===== src/rtl/lfsr_pkg.sv =====
// Shared types and helpers for the LFSR sequence controller: FSM state encoding,
// the all-ones seed constant and the channel-index width.
package lfsr_pkg;

  typedef enum logic [1:0] {
    ST_IDLE = 2'd0,
    ST_LOAD = 2'd1,
    ST_RUN  = 2'd2,
    ST_SAVE = 2'd3
  } lfsr_state_e;

  // Low 'width' bits set; callers truncate to their word width.
  function automatic logic [63:0] all_ones(input int width);
    logic [63:0] v;
    v = 64'd0;
    for (int i = 0; i < 64; i++) begin
      v[i] = (i < width) ? 1'b1 : 1'b0;
    end
    return v;
  endfunction

  function automatic int ch_idx_w(input int num_ch);
    return (num_ch > 1) ? $clog2(num_ch) : 1;
  endfunction

endpackage


===== src/rtl/lfsr_rr_arb.sv =====
// Round-robin picker: grants the first requester at or after ptr_i, wrapping,
// and reports the grant both one-hot and as an index.
module lfsr_rr_arb
  import lfsr_pkg::*;
#(
  parameter int NUM_CH = 4,
  parameter int IDX_W  = ch_idx_w(NUM_CH)
) (
  input  logic [NUM_CH-1:0] req_i,
  input  logic [IDX_W-1:0]  ptr_i,
  output logic [NUM_CH-1:0] gnt_o,
  output logic [IDX_W-1:0]  idx_o,
  output logic              any_o
);

  // Scan priority slots from ptr_i upward; first hit wins.
  always_comb begin
    int   sum;
    int   k;
    logic found;
    logic hit;
    sum   = 0;
    k     = 0;
    found = 1'b0;
    hit   = 1'b0;
    gnt_o = '0;
    idx_o = '0;
    for (int i = 0; i < NUM_CH; i++) begin
      sum = int'(ptr_i) + i;
      k   = (sum >= NUM_CH) ? (sum - NUM_CH) : sum;
      for (int j = 0; j < NUM_CH; j++) begin
        hit      = !found && req_i[j] && (k == j);
        gnt_o[j] = gnt_o[j] | hit;
        idx_o    = hit ? IDX_W'(j) : idx_o;
        found    = found | hit;
      end
    end
    any_o = found;
  end

endmodule


===== src/rtl/lfsr_seq_ctrl.sv =====
// Time-shares one galois_lfsr between NUM_CH round-robin requesters, saving and
// restoring per-channel state. Optional zero-word checker: LFSR_SEQ_ZERO_CHK_EN.
module lfsr_seq_ctrl
  import lfsr_pkg::*;
#(
  parameter int BIT_WIDTH = 8,
  parameter int NUM_CH    = 4,
  parameter int LEN_W     = 8
) (
  input  logic                       clk,
  input  logic                       rst,
  input  logic [NUM_CH-1:0]          req,
  input  logic [NUM_CH*LEN_W-1:0]    req_len,
  output logic [NUM_CH-1:0]          gnt,
  input  logic                       cfg_we,
  input  logic [$clog2(NUM_CH)-1:0]  cfg_ch,
  input  logic [BIT_WIDTH-1:0]       cfg_seed,
  output logic                       out_vld,
  output logic [BIT_WIDTH-1:0]       out_data,
  output logic [$clog2(NUM_CH)-1:0]  out_ch,
  output logic                       out_last,
  output logic                       busy,
  output logic [NUM_CH-1:0]          wrap,
`ifdef LFSR_SEQ_ZERO_CHK_EN
  output logic                       zero_err,
`endif
  output logic                       lfsr_enable,
  output logic                       lfsr_load_evt,
  output logic [BIT_WIDTH-1:0]       lfsr_seed_data,
  input  logic                       lfsr_vld,
  input  logic [BIT_WIDTH-1:0]       lfsr_data,
  input  logic                       lfsr_done
);

  localparam int CH_W = ch_idx_w(NUM_CH);
  localparam logic [BIT_WIDTH-1:0] SEED_ONES = BIT_WIDTH'(all_ones(BIT_WIDTH));

  lfsr_state_e            state_q, state_d;
  logic [CH_W-1:0]        ch_q, ch_d;
  logic [CH_W-1:0]        rr_q, rr_d;
  logic [LEN_W-1:0]       cnt_q, cnt_d;
  logic                   dirty_q, dirty_d;
  logic [NUM_CH-1:0]      gnt_q, gnt_d;
  logic                   out_vld_q, out_vld_d;
  logic                   out_last_q, out_last_d;
  logic [BIT_WIDTH-1:0]   out_data_q, out_data_d;
  logic [CH_W-1:0]        out_ch_q, out_ch_d;
  logic [NUM_CH-1:0]      wrap_q, wrap_d;
  logic [BIT_WIDTH-1:0]   ctx_q [NUM_CH];
  logic [BIT_WIDTH-1:0]   ctx_d [NUM_CH];

  logic [NUM_CH-1:0]      arb_gnt_s;
  logic [CH_W-1:0]        arb_idx_s;
  logic                   arb_any_s;
  logic [LEN_W-1:0]       len_sel_s;
  logic [BIT_WIDTH-1:0]   seed_sel_s;
  logic [BIT_WIDTH-1:0]   cfg_val_s;
  logic                   run_en_s;
  logic                   beat_s;

  lfsr_rr_arb #(
    .NUM_CH (NUM_CH),
    .IDX_W  (CH_W)
  ) u_arb (
    .req_i  (req),
    .ptr_i  (rr_q),
    .gnt_o  (arb_gnt_s),
    .idx_o  (arb_idx_s),
    .any_o  (arb_any_s)
  );

  // Select the granted channel's length and the active channel's saved seed.
  always_comb begin
    len_sel_s  = '0;
    seed_sel_s = '0;
    for (int i = 0; i < NUM_CH; i++) begin
      len_sel_s  = (arb_idx_s == CH_W'(i)) ? req_len[i*LEN_W +: LEN_W] : len_sel_s;
      seed_sel_s = (ch_q == CH_W'(i)) ? ctx_q[i] : seed_sel_s;
    end
  end

  // Enable drops combinationally once the last word has been accepted.
  assign run_en_s  = (state_q == ST_RUN) && (cnt_q != '0);
  assign beat_s    = run_en_s && lfsr_vld;
  assign cfg_val_s = (cfg_seed == '0) ? SEED_ONES : cfg_seed;

  // Burst FSM next-state and registered-output staging.
  always_comb begin
    state_d    = state_q;
    ch_d       = ch_q;
    rr_d       = rr_q;
    cnt_d      = cnt_q;
    dirty_d    = dirty_q;
    gnt_d      = '0;
    out_vld_d  = 1'b0;
    out_last_d = 1'b0;
    out_data_d = out_data_q;
    out_ch_d   = out_ch_q;
    case (state_q)
      ST_IDLE: begin
        dirty_d = 1'b0;
        if (arb_any_s) begin
          gnt_d = arb_gnt_s;
          ch_d  = arb_idx_s;
          cnt_d = len_sel_s;
          rr_d  = (arb_idx_s == CH_W'(NUM_CH - 1)) ? '0 : (arb_idx_s + CH_W'(1));
          if (len_sel_s == '0) begin
            // Empty burst: one SAVE cycle with the save suppressed, so the
            // registered grant is seen while busy and no re-grant can follow.
            dirty_d = 1'b1;
            state_d = ST_SAVE;
          end else begin
            state_d = ST_LOAD;
          end
        end else begin
          state_d = ST_IDLE;
        end
      end
      ST_LOAD: begin
        state_d = ST_RUN;
      end
      ST_RUN: begin
        if (beat_s) begin
          out_vld_d  = 1'b1;
          out_data_d = lfsr_data;
          out_ch_d   = ch_q;
          cnt_d      = cnt_q - LEN_W'(1);
          if (cnt_q == LEN_W'(1)) begin
            out_last_d = 1'b1;
            state_d    = ST_SAVE;
          end else begin
            state_d = ST_RUN;
          end
        end else begin
          state_d = ST_RUN;
        end
      end
      ST_SAVE: begin
        dirty_d = 1'b0;
        state_d = ST_IDLE;
      end
      default: begin
        state_d = ST_IDLE;
      end
    endcase
    if (cfg_we && (cfg_ch == ch_q) && ((state_q == ST_LOAD) || (state_q == ST_RUN))) begin
      dirty_d = 1'b1;
    end else begin
      dirty_d = dirty_d;
    end
  end

  // Context and wrap update; a cfg write overrides the save and clears wrap.
  always_comb begin
    ctx_d  = ctx_q;
    wrap_d = wrap_q;
    for (int i = 0; i < NUM_CH; i++) begin
      if ((state_q == ST_SAVE) && !dirty_q && (ch_q == CH_W'(i))) begin
        ctx_d[i] = out_data_q;
      end else begin
        ctx_d[i] = ctx_d[i];
      end
      if ((state_q == ST_RUN) && lfsr_done && (ch_q == CH_W'(i))) begin
        wrap_d[i] = 1'b1;
      end else begin
        wrap_d[i] = wrap_d[i];
      end
      if (cfg_we && (cfg_ch == CH_W'(i))) begin
        ctx_d[i]  = cfg_val_s;
        wrap_d[i] = 1'b0;
      end else begin
        ctx_d[i]  = ctx_d[i];
      end
    end
  end

  // State, context and output registers.
  always_ff @(posedge clk or posedge rst) begin
    if (rst) begin
      state_q    <= ST_IDLE;
      ch_q       <= '0;
      rr_q       <= '0;
      cnt_q      <= '0;
      dirty_q    <= 1'b0;
      gnt_q      <= '0;
      out_vld_q  <= 1'b0;
      out_last_q <= 1'b0;
      out_data_q <= '0;
      out_ch_q   <= '0;
      wrap_q     <= '0;
      for (int i = 0; i < NUM_CH; i++) begin
        ctx_q[i] <= SEED_ONES;
      end
    end else begin
      state_q    <= state_d;
      ch_q       <= ch_d;
      rr_q       <= rr_d;
      cnt_q      <= cnt_d;
      dirty_q    <= dirty_d;
      gnt_q      <= gnt_d;
      out_vld_q  <= out_vld_d;
      out_last_q <= out_last_d;
      out_data_q <= out_data_d;
      out_ch_q   <= out_ch_d;
      wrap_q     <= wrap_d;
      ctx_q      <= ctx_d;
    end
  end

`ifdef LFSR_SEQ_ZERO_CHK_EN
  logic zero_err_q;

  // Sticky flag for an all-zero word seen during a burst; the word still goes out.
  always_ff @(posedge clk or posedge rst) begin
    if (rst) begin
      zero_err_q <= 1'b0;
    end else begin
      zero_err_q <= zero_err_q | (beat_s && (lfsr_data == '0));
    end
  end

  assign zero_err = zero_err_q;
`endif

  assign gnt            = gnt_q;
  assign out_vld        = out_vld_q;
  assign out_data       = out_data_q;
  assign out_ch         = out_ch_q;
  assign out_last       = out_last_q;
  assign busy           = (state_q != ST_IDLE);
  assign wrap           = wrap_q;
  assign lfsr_enable    = run_en_s;
  assign lfsr_load_evt  = (state_q == ST_LOAD);
  assign lfsr_seed_data = (state_q == ST_LOAD) ? seed_sel_s : '0;

endmodule

===== config.mk =====
export PLATFORM = sky130hd
export DESIGN_NAME = lfsr_seq_ctrl
export DESIGN_NICKNAME = d
export VERILOG_FILES = /design/src/rtl/lfsr_pkg.sv /design/src/rtl/lfsr_rr_arb.sv /design/src/rtl/lfsr_seq_ctrl.sv
export SDC_FILE = /design/constraint.sdc
export NUM_CORES = 1
export LEC_CHECK = 0
export BUFFER_PORTS_ARGS = -buffer_cell sky130_fd_sc_hd__buf_2
export CAP_MARGIN = 30
export CORE_ASPECT_RATIO = 0.6
export CORE_MARGIN = 5
export CORE_UTILIZATION = 45
export CTS_BUF_LIST = sky130_fd_sc_hd__clkbuf_16
export DETAILED_ROUTE_END_ITERATION = 8
export GPL_TIMING_DRIVEN = 0
export PLACE_DENSITY = 0.77
export RECOVER_POWER = 100
export SYNTH_ARGS = -nofsm -noshare
export SYNTH_HDL_FRONTEND = slang
export SYNTH_SLANG_ARGS = --single-unit

===== constraint.sdc =====
create_clock -name clk -period 2.5 [get_ports clk]
set_input_delay 0.375 -clock clk [delete_from_list [all_inputs] [get_ports clk]]
set_output_delay 0.375 -clock clk [all_outputs]
set_load 0.01 [all_outputs]

# Word level (Yosys, flattened, before mapping)
# Cells that the tools add are included.
[word_totals]
input_bits = 59
out_inout_bits = 31
wordCells = 242
regBits = 67
[op_classes]
n_mux = 65
eq_ne = 28
reduce_logical = 91
n_addsub = 9
n_bitwise = 27
n_lt_le_gt_ge = 4
[ops]
columns = ["op", "count"]
rows = [
  ["$eq 32x3->1 const B", 8],
  ["$mux 8", 20],
  ["$eq 32x2->1 const B", 4],
  ["$logic_not 32->1", 4],
  ["$mux 32", 4],
  ["$ge 32x4->1 const B", 3],
  ["$sub 32x4->32 const B", 3],
  ["$logic_and 1x1->1", 49],
  ["$mux 2", 18],
  ["$or 1x1->1", 27],
  ["$reduce_bool 2->1", 10],
  ["$mux 1", 18],
  ["$eq 2x2->1 const B", 8],
  ["$logic_not 1->1", 16],
  ["$logic_not 8->1", 2],
  ["$pmux 8 s2", 1],
  ["$eq 2x1->1 const B", 4],
  ["$eq 8x1->1 const B", 1],
  ["$logic_not 2->1", 4],
  ["$mux 4", 2],
  ["$pmux 2 s4", 1],
  ["$reduce_bool 8->1", 1],
  ["$sub 8x1->8 const B", 1],
  ["$add 2x2->3 const B", 2],
  ["11 further kinds", 13],
]

# Depth between registers and ports, before layout
[depth]
depth_word = 74
ltp_mapped = 12
mapped_depth_nobuf = 11

# Modules after synthesis
# A second synthesis with hierarchy kept.
[hier_totals]
hier_cells = 433
area_unflattened_um2 = 4080.2
[by_module_without_submodules]
columns = ["module", "cells_per_inst", "n_inst", "area_each_um2", "seq_area_each_um2"]
rows = [
  ["lfsr_seq_ctrl", 402, 1, 3885.0, 1716.6],
  ["lfsr_rr_arb", 31, 1, 195.2, 0.0],
]

# Worst setup path after synthesis
# No wires, ideal clock.
[synth_timing]
kind = "reg-to-reg"
start = "reg rr_q[1]"
end = "reg dirty_q"
required_time_ns = 2.424
n_path_buf = 1
synth_period_minus_slack_ns = 2.521
slack_ns = -0.021
setup_time_ns = 0.076
arrival_ns = 2.445
path_stages_with_launch = 13
path_cell_list = "dfrtp_1 buf_2 inv_1 o21ai_0 a21boi_0 o21ai_0 inv_1 ha_1 nand2b_1 o22ai_1 a31oi_1 or4b_1 o21ai_1"
[synth_via]
elab_chain_len = 74
word_cells_on_any_way = 120
classes_between = "7 x add/sub; 4 x order compare; 15 x eq/ne; 27 x mux; 15 x bitwise; 52 x reduce/logical"
[synth_lines]
columns = ["item", "line", "text"]
rows = [
  ["start, declared", "lfsr_seq_ctrl.sv:40", "logic [CH_W-1:0] rr_q, rr_d;"],
  ["start signal, assigned", "lfsr_seq_ctrl.sv:197", "rr_q <= rr_d;"],
  ["$sub 2x3->4 or $ge 2x3->1 (tied branches)", "lfsr_rr_arb.sv:30", "k = (sum >= NUM_CH) ? (sum - NUM_CH) : sum;"],
  ["$mux 32", "lfsr_rr_arb.sv:30", ""],
  ["$logic_not 32->1", "lfsr_rr_arb.sv:32", "hit = !found && req_i[j] && (k == j);"],
  ["$logic_and 1x1->1", "lfsr_rr_arb.sv:32", ""],
  ["$logic_not 1->1", "lfsr_rr_arb.sv:32", ""],
  ["$logic_and 1x1->1 (2 in a row)", "lfsr_rr_arb.sv:32", ""],
  ["$or 1x1->1", "lfsr_rr_arb.sv:35", "found = found | hit;"],
  ["$logic_not 1->1", "lfsr_rr_arb.sv:32", ""],
  ["[... 55 more ...]", "n/a", ""],
  ["named net arb_idx_s[1]", "lfsr_seq_ctrl.sv:53", "logic [CH_W-1:0] arb_idx_s;"],
  ["$logic_not 2->1", "lfsr_seq_ctrl.sv:77", "len_sel_s = (arb_idx_s == CH_W'(i)) ? req_len[i*LEN_W +: LEN_W] : len_sel_s;"],
  ["$mux 8 (3 in a row)", "lfsr_seq_ctrl.sv:77", ""],
  ["$mux 8 (*)", "lfsr_seq_ctrl.sv:77", ""],
  ["$logic_not 8->1 (*)", "lfsr_seq_ctrl.sv:107", "if (len_sel_s == '0) begin"],
  ["$mux 1 (*)", "lfsr_seq_ctrl.sv:107", ""],
  ["$mux 1 (*)", "lfsr_seq_ctrl.sv:102", "if (arb_any_s) begin"],
  ["$pmux 1 s2 (*)", "lfsr_seq_ctrl.sv:99", "case (state_q)"],
  ["$mux 1 (*)", "lfsr_seq_ctrl.sv:146", "if (cfg_we && (cfg_ch == ch_q) && ((state_q == ST_LOAD) || (state_q == ST_RUN))) begin"],
  ["end signal, assigned", "lfsr_seq_ctrl.sv:199", "dirty_q <= dirty_d;"],
  ["end, declared", "lfsr_seq_ctrl.sv:42", "logic dirty_q, dirty_d;"],
]
# Mark *: on every way through the listed nets, which the timed path passes. The rest lies on a longest branch.
# A chain may end at the register's enable or synchronous reset.

# Final worst setup path
[layout_timing]
start = "reg rr_q[0]"
end = "reg state_q[1]"
[layout_via]
elab_chain_len = 73
word_cells_on_any_way = 119
classes_between = "7 x add/sub; 4 x order compare; 15 x eq/ne; 26 x mux; 15 x bitwise; 52 x reduce/logical"
[layout_lines]
columns = ["item", "line", "text"]
rows = [
  ["$sub 2x3->4 or $ge 2x3->1 (tied branches)", "lfsr_rr_arb.sv:30", ""],
  ["$mux 32", "lfsr_rr_arb.sv:30", ""],
  ["$logic_not 32->1", "lfsr_rr_arb.sv:32", ""],
  ["$logic_and 1x1->1", "lfsr_rr_arb.sv:32", ""],
  ["$logic_not 1->1", "lfsr_rr_arb.sv:32", ""],
  ["$logic_and 1x1->1 (2 in a row)", "lfsr_rr_arb.sv:32", ""],
  ["$or 1x1->1", "lfsr_rr_arb.sv:35", ""],
  ["$logic_not 1->1", "lfsr_rr_arb.sv:32", ""],
  ["[... 54 more ...]", "n/a", ""],
  ["$mux 2", "lfsr_rr_arb.sv:34", "idx_o = hit ? IDX_W'(j) : idx_o;"],
  ["$logic_not 2->1", "lfsr_seq_ctrl.sv:77", ""],
  ["$mux 8 (4 in a row)", "lfsr_seq_ctrl.sv:77", ""],
  ["$logic_not 8->1", "lfsr_seq_ctrl.sv:107", ""],
  ["$mux 2", "lfsr_seq_ctrl.sv:107", ""],
  ["$mux 2 (*)", "lfsr_seq_ctrl.sv:102", ""],
  ["$pmux 2 s4 (*)", "lfsr_seq_ctrl.sv:99", ""],
  ["named net state_d[1]", "lfsr_seq_ctrl.sv:38", "lfsr_state_e state_q, state_d;"],
  ["end signal, assigned", "lfsr_seq_ctrl.sv:195", "state_q <= state_d;"],
  ["end, declared", "lfsr_seq_ctrl.sv:38", ""],
]
# Marks and branches as above.

==> results.json <==
{
  "cts_root_buf": "clkbuf_16",
  "syn_to_final_growth_pct": 29.3,
  "arrival_ns": 2.72,
  "dp_slack_ns": -0.542,
  "grt_max_degree": 36,
  "grt_pass1_vias": 3615,
  "synth.distinct_cells": 53,
  "outcome": "complete, no violations",
  "totalPowerFinal_uw": 6530,
  "path_max_fanout": 6,
  "hold_path.class": "primary input to flop",
  "worst_pin_slew_ns": 1.38,
  "clkTransAtPathRegs_ns": 0.06,
  "core_area_um2": 8560,
  "fin_area_um2": 5150,
  "ys_seq_area_share_pct": 43.1,
  "io_pins": 90,
  "synth_seq_cells": 67,
  "setup_viol": 0,
  "n_antenna_cell": 0,
  "synthDominantCellAreaShare_pct": 22.0,
  "start_util_pct": 46.5,
  "antenna_found_initial": 0,
  "gp_congestion": 0.866,
  "p_leak_uw": 0.00229,
  "finalSetupTns_ns": 0,
  "crit_type": "flop to flop",
  "vias": 3700,
  "via_per_inst": 5.84,
  "overflow": 0,
  "p_per_area_nw_per_um2": 1270,
  "cts_tree": "yes",
  "layout.nets": 587,
  "drtIter0Drc": 292,
  "crit_path_end_kind": "flop",
  "max_freq_mhz": 406,
  "ant_nets": 0,
  "period_share_pct": 98.6,
  "final_cell_mix": "buf_2, nand2_1, dfrtp_1, mux2i_1, dfstp_2",
  "hold_ws_ns": 0.270,
  "syn_avg_cell_area_um2": 9.93,
  "peakVddDrop_v": 0.000540,
  "synth_edf_count": 0,
  "wl_mm": 12.0,
  "rows": 26,
  "hold_viol": 0,
  "maxCapViolations": 0,
  "use_met2_pct": 31.1,
  "grt_pass1_wl_mm": 19.0,
  "cts_made_buffers": 9,
  "drc": 0,
  "wl_per_cell_um": 18.9,
  "cts_num_sinks": 67,
  "layout_commonest_cell": "buf_2",
  "synthTopCellsByArea": "dfrtp_1, dfstp_2, mux2i_1",
  "dp_hpwl_mm": 8.26,
  "grt.busiest_layer": "met2",
  "clock_skew_ns": 0.00800,
  "fin_crit_ns": 2.47,
  "grtUsageMet3_pct": 5.74,
  "io_buffers": 89,
  "yosysWarnings": 0,
  "placed_area_um2": 4590,
  "async_flop_share_pct": 100,
  "timing.final.max_slew_violations": 0,
  "firstDrtPassIters": 5,
  "postSynthNetCount": 471,
  "synth_top_area_cell": "dfrtp_1",
  "ctsHoldBuffers": 0,
  "syn_inst": 401,
  "grt.met1_usage_pct": 30.6,
  "required_ns": 2.76,
  "clock_latency_ns": 0.34,
  "fp.dieW_um": 131,
  "h-tree-depth": 3,
  "synthFlopType": "dfrtp_1",
  "die-height_um": 82.9,
  "dieArea_um2": 10900,
  "relSlewSlack_pct": 7.61,
  "setup_ws_ns": 0.0349,
  "syn-cell-area_um2": 3980,
  "cp-start-kind": "flop",
  "drive_above_1_share_pct": 40.6,
  "grt_usage_pct": 21.3,
  "cts_buffer_depth": 2
}
==> layer usage <==
layer | part of all wire [%] | routed length [µm]
met1 | 46 | 5500
met2 | 44 | 5330
met3 | 7.5 | 900
met4 | 2.2 | 261
met5 | 0 | 0
==> worst paths after layout <==
check | from | end | slack [ns] | cells after the start
setup / recovery | rr_q[0] | state_q[1] | 0.03 | 11
hold / removal | lfsr_data[7] | out_data[7] | 0.27 | 2
setup reg to reg | rr_q[0] | state_q[1] | 0.03 | 11
hold reg to reg | wrap[2] | wrap[2] | 0.50 | 1
max in group asynchronous | rst | wrap[1] | 0.59 | 3
min in group asynchronous | rst | gnt[2] | 0.43 | 2
==> critical path, stage by stage, from the launching register on <==
cell       delay, ns
dfrtp_2         0.46
nand2b_4        0.17
o21ai_2         0.07
nand2_1         0.10
o221ai_2        0.09
buf_4           0.18
ha_4            0.17
buf_4           0.14
nand2b_4        0.08
o221ai_2        0.28
or3b_2          0.51
o2bb2ai_2       0.15
==> synth_stat cells, drive strengths merged (6+ instances only) <==
cell type	number
o21ai	32
dfstp	32
o211ai	6
nand2b	13
nor2	33
clkbuf	7
nand2	40
buf	11
mux2	11
mux2i	33
mux4	8
o21a	6
o22ai	6
nand3	7
dfrtp	35
inv	15
ha	11
and2	9
a21oi	31
==> registers in the layout, indices dropped and copies added, names as in the netlist <==
signal and count:
ch_q 2, cnt_q 8, ctx_q 32, dirty_q 1
gnt 4, out_ch 2, out_data 8, out_last 1
out_vld 1, rr_q 2, state_q 2, wrap 4
==> layout make-up <==
type / count / area, µm²
Buffer: 17 / 78.8
Clock buffer: 9 / 225
Clock inverter: 7 / 78.8
Fill cell: 700 / 3410
Inverter: 15 / 61.3
Multi-Input combinational cell: 301 / 2260
Sequential cell: 67 / 1720
Tap cell: 112 / 140
Timing Repair Buffer: 106 / 581
==> logic make-up (layout without fill, tap and decap cells) <==
kind of cell | Yosys count | in the layout | share of synthesized area (%)
xor gates and xnor gates | 2 | 2 | 0.440
AOI/OAI and AO/OA | 106 | 106 | 16.9
muxes | 52 | 52 | 15.9
and+or+nand+nor | 130 | 130 | 16.7
DFF | 67 | 67 | 43.1
adders and majority gates | 11 | 11 | 3.46
buffers and inverters | 33 | 154 | 3.49
==> through the flow <==
step / utilization [%] / cells
5_1_grt: 60.1 / 634
3_5_place_dp: 53.6 / 603
4_1_cts: 58.9 / 627
3_3_place_gp: 53.4 / 602
2_1_floorplan: - / 401
6_report: 60.1 / 634
==> power breakdown <==
group | internal (µW) | total (µW) | switching (µW)
clock | 854 | 1310 | 453
sequential | 1710 | 2100 | 391
combinational | 1470 | 3130 | 1660
==> timing repair <==
action,CTS,global route
gates cloned,0,0
setup buffers,8,7
pin swaps,6,8
gates resized for setup,23,19
endpoints found under the setup margin,13,5
Power figures use the tool's default switching activity.
